`src/rtl/cptra_ss_jtag_scan_initiator_if.sv`:
```
// Command/response bundle for the JTAG scan initiator.
// master: the side issuing scan commands; slave: the scan engine.
`timescale 1ns/1ps
interface cptra_ss_jtag_scan_initiator_if #(
    parameter int MAX_LEN = 64,
    parameter int LEN_W   = $clog2(MAX_LEN + 1)
);
    logic               cmd_valid_i;
    logic               cmd_ready_o;
    logic               cmd_tlr_i;
    logic               cmd_ir_i;
    logic [LEN_W-1:0]   cmd_len_i;
    logic [MAX_LEN-1:0] cmd_data_i;
    logic               rsp_valid_o;
    logic               rsp_ready_i;
    logic [MAX_LEN-1:0] rsp_data_o;
    logic               rsp_err_o;

    modport master (
        output cmd_valid_i, cmd_tlr_i, cmd_ir_i, cmd_len_i, cmd_data_i, rsp_ready_i,
        input  cmd_ready_o, rsp_valid_o, rsp_data_o, rsp_err_o
    );

    modport slave (
        input  cmd_valid_i, cmd_tlr_i, cmd_ir_i, cmd_len_i, cmd_data_i, rsp_ready_i,
        output cmd_ready_o, rsp_valid_o, rsp_data_o, rsp_err_o
    );
endinterface

```
`src/rtl/cptra_ss_jtag_scan_initiator.sv`:
```
// JTAG host-side scan engine: IR/DR scan commands -> TCK/TMS/TDI, TDO capture.
// LSB-first shifting; every sequence starts and ends in Run-Test/Idle.
// Optional macro CPTRA_SS_JTAG_SCAN_TRST_EN: pulse TRST_N low after reset
// release before the initial TMS reset sequence; otherwise TRST_N is tied high.
`timescale 1ns/1ps
module cptra_ss_jtag_scan_initiator #(
    parameter int MAX_LEN = 64,
    parameter int CLK_DIV = 2,
    parameter int LEN_W   = $clog2(MAX_LEN + 1)
) (
    input  logic clk,
    input  logic rst_b,
    cptra_ss_jtag_scan_initiator_if.slave bus,
    output logic busy_o,
    output logic jtag_tck_o,
    output logic jtag_tms_o,
    output logic jtag_tdi_o,
    output logic jtag_trst_n_o,
    input  logic jtag_tdo_i,
    input  logic jtag_tdoEn_i
);
    localparam int CNT_W = (LEN_W > 3) ? LEN_W : 3;
    localparam int PH_W  = (CLK_DIV > 1) ? $clog2(CLK_DIV) : 1;

    typedef enum logic [2:0] {
        S_INIT_TLR, S_IDLE, S_TLR, S_PRE, S_SHIFT, S_POST, S_RSP
    } state_t;

    state_t             state_q, state_d;
    logic [CNT_W-1:0]   cnt_q, cnt_d, cnt_last;
    logic [PH_W-1:0]    ph_q, ph_d;
    logic               tck_q, tck_d, tms_q, tms_d, tdi_q, tdi_d;
    logic               ir_q, ir_d, err_q, err_d;
    logic [LEN_W-1:0]   len_q, len_d;
    logic [MAX_LEN-1:0] cap_q, cap_d, sh_q, sh_d;
    logic               active, run_en, ph_wrap, tck_rise, tck_fall, len_bad, tdo_eff;

    // TMS level for TCK cycle c of state s; Shift leaves through Exit1 on its last bit
    function automatic logic tms_of(input state_t s, input logic [CNT_W-1:0] c,
                                    input logic ir, input logic [LEN_W-1:0] len);
        logic t;
        t = 1'b0;
        case (s)
            S_INIT_TLR, S_TLR: t = (c != CNT_W'(5));
            S_PRE:             t = ir ? (c < CNT_W'(2)) : (c == '0);
            S_SHIFT:           t = (c == CNT_W'(len) - CNT_W'(1));
            S_POST:            t = (c == '0);
            default:           t = 1'b0;
        endcase
        return t;
    endfunction

    assign active   = (state_q inside {S_INIT_TLR, S_TLR, S_PRE, S_SHIFT, S_POST});
    assign ph_wrap  = (ph_q == PH_W'(CLK_DIV - 1));
    assign tck_rise = active && run_en && ph_wrap && !tck_q;
    assign tck_fall = active && run_en && ph_wrap && tck_q;
    assign len_bad  = (bus.cmd_len_i == '0) || (bus.cmd_len_i > LEN_W'(MAX_LEN));
    assign tdo_eff  = jtag_tdoEn_i ? jtag_tdo_i : 1'b1;

`ifdef CPTRA_SS_JTAG_SCAN_TRST_EN
    localparam int TR_W = $clog2(2 * CLK_DIV + 1);
    logic [TR_W-1:0] trst_cnt_q;
    logic            trst_n_q;

    // Hold TRST_N low for one TCK period after reset release, then release for good
    always_ff @(posedge clk or negedge rst_b) begin
        if (!rst_b) begin
            trst_cnt_q <= '0;
            trst_n_q   <= 1'b0;
        end else if (!trst_n_q) begin
            trst_cnt_q <= trst_cnt_q + TR_W'(1);
            if (trst_cnt_q == TR_W'(2 * CLK_DIV - 1)) trst_n_q <= 1'b1;
        end
    end

    assign run_en        = trst_n_q;
    assign jtag_trst_n_o = trst_n_q;
`else
    assign run_en        = 1'b1;
    assign jtag_trst_n_o = 1'b1;
`endif

    // Index of the final TCK cycle of the current sequence state
    always_comb begin
        case (state_q)
            S_INIT_TLR, S_TLR: cnt_last = CNT_W'(5);
            S_PRE:             cnt_last = ir_q ? CNT_W'(3) : CNT_W'(2);
            S_SHIFT:           cnt_last = CNT_W'(len_q) - CNT_W'(1);
            S_POST:            cnt_last = CNT_W'(1);
            default:           cnt_last = '0;
        endcase
    end

    // Next state, TCK phase, shift/capture data and the next pin levels
    always_comb begin
        state_d = state_q;
        cnt_d   = cnt_q;
        ph_d    = '0;
        tck_d   = tck_q;
        ir_d    = ir_q;
        len_d   = len_q;
        err_d   = err_q;
        cap_d   = cap_q;
        sh_d    = sh_q;
        if (active && run_en) begin
            ph_d = ph_wrap ? '0 : ph_q + PH_W'(1);
            if (ph_wrap) tck_d = ~tck_q;
        end
        if (tck_rise && state_q == S_SHIFT)
            cap_d = cap_q | (MAX_LEN'(tdo_eff) << cnt_q);
        if (tck_fall) begin
            if (state_q == S_SHIFT) sh_d = sh_q >> 1;
            if (cnt_q == cnt_last) begin
                cnt_d = '0;
                case (state_q)
                    S_INIT_TLR:    state_d = S_IDLE;
                    S_TLR, S_POST: state_d = S_RSP;
                    S_PRE:         state_d = S_SHIFT;
                    S_SHIFT:       state_d = S_POST;
                    default:       state_d = state_q;
                endcase
            end else begin
                cnt_d = cnt_q + CNT_W'(1);
            end
        end
        case (state_q)
            S_IDLE: begin
                if (bus.cmd_valid_i) begin
                    cap_d = '0;
                    err_d = 1'b0;
                    cnt_d = '0;
                    if (bus.cmd_tlr_i) begin
                        state_d = S_TLR;
                    end else if (len_bad) begin
                        state_d = S_RSP;
                        err_d   = 1'b1;
                    end else begin
                        state_d = S_PRE;
                        ir_d    = bus.cmd_ir_i;
                        len_d   = bus.cmd_len_i;
                        sh_d    = bus.cmd_data_i;
                    end
                end
            end
            S_RSP:   if (bus.rsp_ready_i) state_d = S_IDLE;
            default: state_d = state_d;
        endcase
        tms_d = tms_of(state_d, cnt_d, ir_d, len_d);
        tdi_d = (state_d == S_SHIFT) ? sh_d[0] : 1'b0;
    end

    // Sequencer state and registered pin levels
    always_ff @(posedge clk or negedge rst_b) begin
        if (!rst_b) begin
            state_q <= S_INIT_TLR;
            cnt_q   <= '0;
            ph_q    <= '0;
            tck_q   <= 1'b0;
            tms_q   <= 1'b1;
            tdi_q   <= 1'b0;
            ir_q    <= 1'b0;
            len_q   <= '0;
            err_q   <= 1'b0;
            cap_q   <= '0;
        end else begin
            state_q <= state_d;
            cnt_q   <= cnt_d;
            ph_q    <= ph_d;
            tck_q   <= tck_d;
            tms_q   <= tms_d;
            tdi_q   <= tdi_d;
            ir_q    <= ir_d;
            len_q   <= len_d;
            err_q   <= err_d;
            cap_q   <= cap_d;
        end
    end

    // Outgoing TDI bits; only meaningful after a command load
    always_ff @(posedge clk) begin
        sh_q <= sh_d;
    end

    assign bus.cmd_ready_o = (state_q == S_IDLE);
    assign bus.rsp_valid_o = (state_q == S_RSP);
    assign bus.rsp_data_o  = cap_q;
    assign bus.rsp_err_o   = err_q;
    assign busy_o          = (state_q != S_IDLE);
    assign jtag_tck_o      = tck_q;
    assign jtag_tms_o      = tms_q;
    assign jtag_tdi_o      = tdi_q;
endmodule
```
`src/flat_wrapper.sv`:
```
// flat-port wrapper written by rule: the top's interface ports become plain ports
module cptra_ss_jtag_scan_initiator_flat 
#(
    parameter int MAX_LEN = 64,
    parameter int CLK_DIV = 2,
    parameter int LEN_W   = $clog2(MAX_LEN + 1)
)
  (clk, rst_b, busy_o, jtag_tck_o, jtag_tms_o, jtag_tdi_o, jtag_trst_n_o, jtag_tdo_i, jtag_tdoEn_i, bus_cmd_valid_i, bus_cmd_tlr_i, bus_cmd_ir_i, bus_cmd_len_i, bus_cmd_data_i, bus_rsp_ready_i, bus_cmd_ready_o, bus_rsp_valid_o, bus_rsp_data_o, bus_rsp_err_o);
  cptra_ss_jtag_scan_initiator_if #(.MAX_LEN(MAX_LEN), .LEN_W(LEN_W)) bus_i ();
  input  logic clk;
  input  logic rst_b;
  output logic busy_o;
  output logic jtag_tck_o;
  output logic jtag_tms_o;
  output logic jtag_tdi_o;
  output logic jtag_trst_n_o;
  input  logic jtag_tdo_i;
  input  logic jtag_tdoEn_i;
  input wire logic [$bits(bus_i.cmd_valid_i)-1:0] bus_cmd_valid_i;
  input wire logic [$bits(bus_i.cmd_tlr_i)-1:0] bus_cmd_tlr_i;
  input wire logic [$bits(bus_i.cmd_ir_i)-1:0] bus_cmd_ir_i;
  input wire logic [$bits(bus_i.cmd_len_i)-1:0] bus_cmd_len_i;
  input wire logic [$bits(bus_i.cmd_data_i)-1:0] bus_cmd_data_i;
  input wire logic [$bits(bus_i.rsp_ready_i)-1:0] bus_rsp_ready_i;
  output wire logic [$bits(bus_i.cmd_ready_o)-1:0] bus_cmd_ready_o;
  output wire logic [$bits(bus_i.rsp_valid_o)-1:0] bus_rsp_valid_o;
  output wire logic [$bits(bus_i.rsp_data_o)-1:0] bus_rsp_data_o;
  output wire logic [$bits(bus_i.rsp_err_o)-1:0] bus_rsp_err_o;
  assign bus_i.cmd_valid_i = bus_cmd_valid_i;
  assign bus_i.cmd_tlr_i = bus_cmd_tlr_i;
  assign bus_i.cmd_ir_i = bus_cmd_ir_i;
  assign bus_i.cmd_len_i = bus_cmd_len_i;
  assign bus_i.cmd_data_i = bus_cmd_data_i;
  assign bus_i.rsp_ready_i = bus_rsp_ready_i;
  assign bus_cmd_ready_o = bus_i.cmd_ready_o;
  assign bus_rsp_valid_o = bus_i.rsp_valid_o;
  assign bus_rsp_data_o = bus_i.rsp_data_o;
  assign bus_rsp_err_o = bus_i.rsp_err_o;
  cptra_ss_jtag_scan_initiator #(.MAX_LEN(MAX_LEN), .CLK_DIV(CLK_DIV), .LEN_W(LEN_W)) u_core (.clk(clk), .rst_b(rst_b), .bus(bus_i), .busy_o(busy_o), .jtag_tck_o(jtag_tck_o), .jtag_tms_o(jtag_tms_o), .jtag_tdi_o(jtag_tdi_o), .jtag_trst_n_o(jtag_trst_n_o), .jtag_tdo_i(jtag_tdo_i), .jtag_tdoEn_i(jtag_tdoEn_i));
endmodule
```
`config.mk`:
```
export PLATFORM = sky130hd
export DESIGN_NAME = cptra_ss_jtag_scan_initiator_flat
export DESIGN_NICKNAME = d
export VERILOG_FILES = /design/src/rtl/cptra_ss_jtag_scan_initiator_if.sv /design/src/rtl/cptra_ss_jtag_scan_initiator.sv /design/src/flat_wrapper.sv
export SDC_FILE = /design/constraint.sdc
export NUM_CORES = 1
export LEC_CHECK = 0
export ABC_AREA = 1
export CAP_MARGIN = 20
export CORE_MARGIN = 4
export CORE_UTILIZATION = 55
export CTS_CLUSTER_DIAMETER = 100
export CTS_CLUSTER_SIZE = 40
export DETAILED_ROUTE_END_ITERATION = 8
export GPL_TIMING_DRIVEN = 0
export HOLD_SLACK_MARGIN = 0.05
export PLACE_DENSITY = 0.85
export SYNTH_ARGS = -nofsm -noshare
export SYNTH_HDL_FRONTEND = slang
export SYNTH_SLANG_ARGS = --single-unit
export TNS_END_PERCENT = 10
```
`constraint.sdc`:
```
create_clock -name clk -period 4.3 [get_ports clk]
set_input_delay 0.645 -clock clk [delete_from_list [all_inputs] [get_ports clk]]
set_output_delay 0.645 -clock clk [all_outputs]
set_load 0.02 [all_outputs]
```
==> key figures, run 1 <==
Status
  • Status: complete, no violations

Clock network
  • Post-CTS sizing: 0
  • Clock-pin slew on the worst setup and hold paths: 0.06 ns
  • CTS tree: yes
  • Total CTS buffers: 17
  • Postcts setup bufs: 0
  • Clock buffer depth: 2
  • Htree depth: 4
  • Worst-Skew Late Latency: 0.42 ns
  • Sink Count: 151
  • Hold_buf cts: 0
  • Cell at the root of the clock tree: clkbuf_16

Global route
  • Total track usage: 26.6%
  • Largest net degree at the start of global routing: 60
  • First-pass GRT wire length: 31.8 mm
  • Vias in the first global route: 6,809
  • Initial antenna violation count: 0
  • Total gr overflow: 0

Final layout
  • Multi-input gate area: 3270 um2
  • Final nets: 1,202
  • Design area: 9450 um2
  • Area added between synthesis and finish: 31.8%
  • Sequential cell area: 3460 um2
  • Antenna Cells: 0
  • Fillers: around 940
  • Ratio of cells with drive above 1 in the final layout: 6.80%

STA
  • Tmin final: between 3 and 4 ns
  • # setup viols final: 0
  • WHS: 0.153 ns
  • Fin worst setup slack: ~1.3 ns
  • Final Hold Viols: 0
  • Final period util: 70.6%
  • Max-slew headroom: around half
  • Max Freq: 329 MHz
  • RSZ-0062 raised after global routing: false
  • Final Max Tran Viols: 0
  • Worst Tran Pin Value: between 0.7 and 0.8 ns
  • Skew final: between 0.007 and 0.008 ns

Logic synthesis
  • Synthesized netlist net count: 1,033
  • Post-Syn Instances: between 900 and 1,000
  • Register bit total from synthesis: about 150
  • Synthesized area per cell: 7.54 um2
  • Sequential share of the synthesized area: 48.3%
  • Largest cells by area after synthesis: dfrtp_1, dfxtp_1, nor2_1, nand2_1, o21ai_0
  • Cell taking the most area after synthesis: dfrtp_1
  • Mapped cell area: 7170 um2
  • Library cells used by synthesis: 38
  • Yosys warns: 0
  • Post-synth top area share: 30.0%

Worst setup path
  • Critical path's most frequent cell: nand2_1
  • Arr. time, crit path: 3.40 ns
  • CP max FO: 10
  • CP required: 4.66 ns
  • Critical path, cell by cell: clkdlybuf4s50_1 -> inv_1 -> nand2_1 -> nor2_1 -> nand2_1 -> nand2_2 -> nand2_4 -> buf_6 -> o21ai_4 -> ha_1 -> inv_1 -> nor2_2 -> nand3_1 -> nand2_1 -> nand3_1 -> nand2_1 -> nand3_1 -> nor2_1 -> nand3_1 -> nand2_1 -> inv_1 -> nand2_1
  • Reg-to-reg startpoint: u_core.state_q[1]$_DFF_PN0_
  • CP startpoint kind: input pin
  • Slowest CP cell: clkdlybuf4s50_1
  • Worst Setup End Kind: flip-flop
  • CP peak stage delay: roughly 0.50 ns
  • Worst setup path start: bus_cmd_len_i[0]
  • Setup CP Type: input pin to flip-flop

Route
  • DRC violations left: 0
  • Iter 0 DRT Violations: between 600 and 700
  • DR WL/cell: 15.0 um
  • Met2 WL: 9.45 mm
  • Metal3 WL: 1.38 mm
  • WL met1: 8.33 mm
  • Uppermost layer routed: met4
  • Antenna Nets Post-Route: 0
  • Number of detailed-route iterations in the first pass: 8
  • Drt total wl: 19.6 mm
  • DR vias: 7,134
  • Vias per cell: roughly 5.5

Power
  • Pleak: 4.32 nW
  • Peak supply drop: ~0.00033 V
  • Cell Pwr Density: 549 nW/um2

Die
  • Num ports: 151
  • Die Span Y: 122 um
  • Core area: around 13,000 um2
  • FP Rows: 41
  • Die Wd: 122 um
  • Starting Density: a little under three fifths
  • DIE AREA: between 10,000 and 15,000 um2

Placement
  • Post-place setup slack: between 0.8 and 0.9 ns
  • GPL Wtd Cong: 0.913
  • DP Wirelength: 14.2 mm
  • Buffers on Ports: about 150
  • DP Area: roughly 8900 um2

Worst hold path
  • Hold Path Class: input pin to asynchronous set/reset pin

Job
  • Max Cap Violations: 0
kinds of logic after synthesis:
group | count (synthesis) | share of synthesized area (%)
compound gates | 204 | 14.5
xor+xnor | 3 | 0.367
fa+ha+maj | 3 | 0.524
buf+inv | 105 | 6.07
flops | 151 | 48.3
other cells | 1 | 0.0523
simple gates | 484 | 30.2
Yosys cell counts:
cell / instances
a211oi_1: 1
a21boi_1: 1
a21oi_1: 70
buf_1: 8
buf_2: 1
buf_4: 2
buf_6: 4
clkbuf_1: 37
clkinv_1: 2
conb_1: 1
dfrtp_1: 86
dfstp_2: 1
dfxtp_1: 64
ha_1: 3
inv_1: 47
inv_2: 3
inv_4: 1
nand2_1: 172
nand2_2: 13
nand2_4: 4
nand2_8: 1
nand3_1: 63
nand3_2: 1
nand3_4: 2
nand3b_1: 3
nand4_1: 18
nor2_1: 176
nor2_2: 4
nor2_4: 3
nor2_8: 2
nor3_1: 20
nor3_2: 1
nor4_1: 1
o211ai_1: 2
o21ai_0: 126
o21ai_1: 3
o21ai_4: 1
xor2_1: 3
placed cells by master, fill, tap and decap left out, types with 8 or more instances in the layout:
| cell | n |
|---|---|
| a21oi_1 | 70 |
| buf_1 | 8 |
| clkbuf_1 | 38 |
| clkbuf_16 | 17 |
| clkdlybuf4s50_1 | 148 |
| dfrtp_1 | 86 |
| dfxtp_1 | 64 |
| inv_1 | 47 |
| nand2_1 | 172 |
| nand2_2 | 13 |
| nand3_1 | 63 |
| nand4_1 | 18 |
| nor2_1 | 176 |
| nor3_1 | 20 |
| o21ai_0 | 126 |
flip-flops by register name, summed over array words and instances (netlist names):
register / cells
u_core.bus.rsp_data_o: 64
u_core.bus.rsp_err_o: 1
u_core.cnt_q: 7
u_core.ir_q: 1
u_core.jtag_tck_o: 1
u_core.jtag_tdi_o: 1
u_core.jtag_tms_o: 1
u_core.len_q: 7
u_core.ph_q: 1
u_core.sh_q: 64
u_core.state_q: 3
layout make-up:
cell class / count / share of cell area [%]
flip-flops and latches: 151 / 36.6
inverters: 53 / 2.13
repair buffers: 150 / 16.0
multi-input cells: 695 / 34.6
clock buffers: 20 / 4.83
clock inverters: 12 / 0.980
plain buffers: 52 / 2.48
well taps: 172 / 2.28
worst max-delay path, delay by kind of cell:
kind | cells | cell delay (ns)
compound gates | 1 | 0.22
fa+ha+maj | 1 | 0.28
buf+inv | 5 | 0.85
simple gates | 15 | 1.41
metal layers:
metal	vias to the layer above	GRT usage, %
met5	-	0
met4	0	9.24
met3	53	6.45
met2	316	43.9
met1	3294	34.4
li1	3471	-
where the power goes:
group          internal (mW)  switching [mW]
clock                  0.776           0.604
sequential              1.79           0.229
combinational          0.642            1.15
total                   3.21            1.98
worst paths after layout:
kind | end | cells after the start | slack, ns
setup / recovery | u_core.jtag_tms_o$_DFF_PN1_ | 22 | 1.26
hold / removal | u_core.bus.rsp_err_o$_DFFE_PN0P_ | 1 | 0.15
setup reg to reg | u_core.jtag_tms_o$_DFF_PN1_ | 21 | 1.55
hold reg to reg | u_core.sh_q[63]$_DFF_P_ | 2 | 0.47
max in group asynchronous | u_core.bus.rsp_data_o[51]$_DFF_PN0_ | 2 | 3.53
min in group clk | u_core.sh_q[63]$_DFF_P_ | 2 | 0.47
per-stage QoR:
| step | setup TNS (ns) | cells | power, mW | utilization, % |
|---|---|---|---|---|
| finish | 0 | 1305 | 5.19 | 74.6 |
| detailed placement | 0 | 1273 | 3.76 | 70.2 |
| global placement | -42.08 | 1272 | 3.70 | 70.0 |
| floorplan | 0 | 951 | 3.24 | - |
| global route | 0 | 1305 | 5.52 | 74.6 |
| CTS | 0 | 1305 | 5.17 | 74.6 |
No activity file was read; power rests on OpenSTA's default activity.
==> run 2, diff against run 1 <==
--- a/config.mk
+++ b/config.mk
@@ -8,13 +8,13 @@
 export ABC_AREA = 1
 export CAP_MARGIN = 20
 export CORE_MARGIN = 4
-export CORE_UTILIZATION = 55
+export CORE_UTILIZATION = 51
 export CTS_CLUSTER_DIAMETER = 100
 export CTS_CLUSTER_SIZE = 40
 export DETAILED_ROUTE_END_ITERATION = 8
 export GPL_TIMING_DRIVEN = 0
 export HOLD_SLACK_MARGIN = 0.05
-export PLACE_DENSITY = 0.85
+export PLACE_DENSITY = 0.8
 export SYNTH_ARGS = -nofsm -noshare
 export SYNTH_HDL_FRONTEND = slang
 export SYNTH_SLANG_ARGS = --single-unit
==> constraint.sdc (replaced) <==
create_clock -name clk -period 3 [get_ports clk]
set_input_delay 0.45 -clock clk [delete_from_list [all_inputs] [get_ports clk]]
set_output_delay 0.45 -clock clk [all_outputs]
set_load 0.02 [all_outputs]
==> run 2 against run 1 <==
  * Hold slack better by 0.31 ns
  * Largest power group unchanged
  * Final cell count grew 0.69%
  * Final area rose by 0.20%
  * Die area is 7.3% higher
  * Setup slack lost 0.97 ns
  * Via count decreased by 3.2%
  * Critical path type unchanged
==> key figures, run 2 (synthesis gave the netlist of run 1 again) <==
Die
  • FP Rows: 43
  • Num ports: 151
  • Die Span Y: 127 um
  • Core area: 13,800 um2
  • Die Wd: about 130 um
  • Starting Density: roughly half
  • DIE AREA: 16,000 um2

Placement
  • GPL Wtd Cong: 0.909
  • DP Wirelength: between 10 and 15 mm
  • Buffers on Ports: between 100 and 150

Final layout
  • Ratio of cells with drive above 1 in the final layout: under 10%
  • Commonest cells after routing, fill and taps aside: nor2_1, nand2_1, clkdlybuf4s50_1, o21ai_0, dfrtp_1
  • Fillers: between 1,000 and 1,500
  • Multi-input gate area: 3290 um2
  • Final nets: 1,203
  • Antenna Cells: 0
  • Area added between synthesis and finish: 32.1%
  • Sequential cell area: between 3000 and 4000 um2
  • Commonest non-fill, non-tap cell in the layout: nor2_1

Worst setup path
  • Reg-to-reg startpoint: u_core.state_q[1]$_DFF_PN0_
  • Arr. time, crit path: 3.06 ns
  • Critical R2R Capture: u_core.jtag_tms_o$_DFF_PN1_
  • Worst Setup End Kind: flip-flop
  • CP max FO: 10
  • R2R Setup Slk: 0.33 ns
  • CP required: around 3.4 ns
  • R2R cell count: 21
  • Setup CP Type: input pin to flip-flop
  • CP startpoint kind: input pin

Global route
  • Total gr overflow: 0
  • First-pass GRT wire length: 30.9 mm
  • Largest net degree at the start of global routing: 73
  • Total track usage: 23.5%
  • Vias in the first global route: 6,571
  • Initial antenna violation count: 0

Status
  • Status: complete, no violations

Route
  • DRC violations left: 0
  • Drt total wl: 18.6 mm
  • Number of detailed-route iterations in the first pass: 5
  • Antenna Nets Post-Route: 0
  • Vias per cell: 5.26
  • Iter 0 DRT Violations: 573
  • DR vias: a little under 7,000
  • DR WL/cell: 14.2 um

Power
  • Sequential power share: 39.4%
  • Logic pwr share: 34.4%
  • Clock Power Share: between 20% and 30%
  • Cell Pwr Density: 774 nW/um2
  • Peak supply drop: 0.000459 V
  • Pleak: 4.32 nW
  • Sw Share: 37.0%
  • Net switching power figure: 2.71 mW
  • Internal: 4.62 mW
  • Total Power: 7.33 mW

STA
  • Max Freq: 369 MHz
  • WHS: 0.459 ns
  • Tmin final: 2.71 ns
  • Max-slew headroom: roughly 53%
  • Worst Tran Pin Value: between 0.6 and 0.7 ns
  • RSZ-0062 raised after global routing: false
  • Final Hold Viols: 0
  • # setup viols final: 0
  • Skew final: 0.0104 ns
  • Final period util: 90.3%
  • Final Max Tran Viols: 0

Clock network
  • Sink Count: 151
  • Htree depth: 4
  • Total CTS buffers: 17
  • Postcts setup bufs: 0
  • Clock buffer depth: 2
  • Cell at the root of the clock tree: clkbuf_16
  • Worst-Skew Late Latency: 0.42 ns
  • Clock-pin slew on the worst setup and hold paths: 0.06 ns
  • CTS tree: yes

Worst hold path
  • Hold Path Class: input pin to asynchronous set/reset pin

Job
  • Max Cap Violations: 0
[run 2: changes by cell type in the layout (fill, tap and decap cells not counted), sizes merged]
cell / delta
inv: -4
clkbuf: +4
dlygate4sd3: +1
clkinv: +1
clkinvlp: -1
[run 2: repair_timing]
item | 4_1_cts | 5_1_grt
hold buffers | 1 | 0
resized for setup | 0 | 3
setup endpoints to repair | 0 | 1
endpoints found under the hold margin | 14 | 0
[run 2: metal layers]
metal / global-route usage, % / up-vias / part of all wire, %
met3: 5.68 / 33 / 7.2
met5: 0 / - / 0
met4: 7.32 / 0 / 2.1
met2: 38.4 / 260 / 47
li1: - / 3470 / -
met1: 31.1 / 3143 / 43
[run 2: how the worst max path moves through the flow]
stage / from / endpoint / slack [ns] / cells past startpoint
floorplan: u_core.state_q[1]$_DFF_PN0_ / u_core.jtag_tms_o$_DFF_PN1_ / 0.57 / 21
global placement: rst_b / u_core.bus.rsp_data_o[3]$_DFF_PN0_ / -1.66 / 1
detailed placement: bus_cmd_len_i[0] / u_core.jtag_tms_o$_DFF_PN1_ / -0.24 / 22
CTS: bus_cmd_len_i[0] / u_core.jtag_tms_o$_DFF_PN1_ / 0.19 / 22
global route: bus_cmd_len_i[0] / u_core.jtag_tms_o$_DFF_PN1_ / 0.03 / 22
finish: bus_cmd_len_i[0] / u_core.jtag_tms_o$_DFF_PN1_ / 0.29 / 22
[run 2: cell type report]
class / instances / share of cell area, %
multi-input combinational: 695 / 34.8
clock inverter: 8 / 0.502
tap: 180 / 2.38
clock buffer: 24 / 5.10
sequential: 151 / 36.5
buffer: 52 / 2.47
timing repair buffer: 151 / 16.1
inverter: 53 / 2.13
[run 2: power by group through the flow]
stage                     Combinational (mW)  Sequential (mW)  Clock [mW]
after floorplan                         1.76             2.88           0
after global placement                  2.41             2.90           0
after detailed placement                2.49             2.91           0
after CTS                               2.50             2.88        1.94
after global routing                    2.87             2.95        2.03
final                                   2.52             2.89        1.92
[run 2: worst max-delay path: stages]
cell and delay [ns]:
clkdlybuf4s50_1 0.50, inv_1 0.09, nand2_1 0.06, nor2_1 0.13, nand2_1 0.12, nand2_4 0.15, nand2_4 0.08, buf_6 0.15
o21ai_4 0.23, ha_4 0.20, inv_1 0.05, nor2_2 0.11, nand3_1 0.08, nand2_1 0.09, nand3_1 0.07, nand2_1 0.07
nand3_1 0.06, nor2_1 0.11, nand3_1 0.10, nand2_1 0.06, inv_1 0.03, nand2_1 0.05
[run 2: through the flow]
step           util (%)  worst slack (ns)  cell area, um2  cells  setup TNS [ns]
2_1_floorplan         -             0.573            7170    951               0
6_report           68.5             0.290            9470   1314               0
3_5_place_dp       64.4            -0.238            8910   1281          -0.238
5_1_grt            68.5            0.0343            9470   1314               0
4_1_cts            68.3             0.192            9450   1314               0
3_3_place_gp       64.3             -1.66            8880   1280         -142.68
==> run 3, diff against run 2 <==
--- a/config.mk
+++ b/config.mk
@@ -6,10 +6,10 @@
 export NUM_CORES = 1
 export LEC_CHECK = 0
 export ABC_AREA = 1
-export CAP_MARGIN = 20
+export CAP_MARGIN = 15
 export CORE_MARGIN = 4
 export CORE_UTILIZATION = 51
-export CTS_CLUSTER_DIAMETER = 100
+export CTS_CLUSTER_DIAMETER = 150
 export CTS_CLUSTER_SIZE = 40
 export DETAILED_ROUTE_END_ITERATION = 8
 export GPL_TIMING_DRIVEN = 0
==> results of run 3 <==
The final DEF is identical to that of run 2; final timing and power are the same.
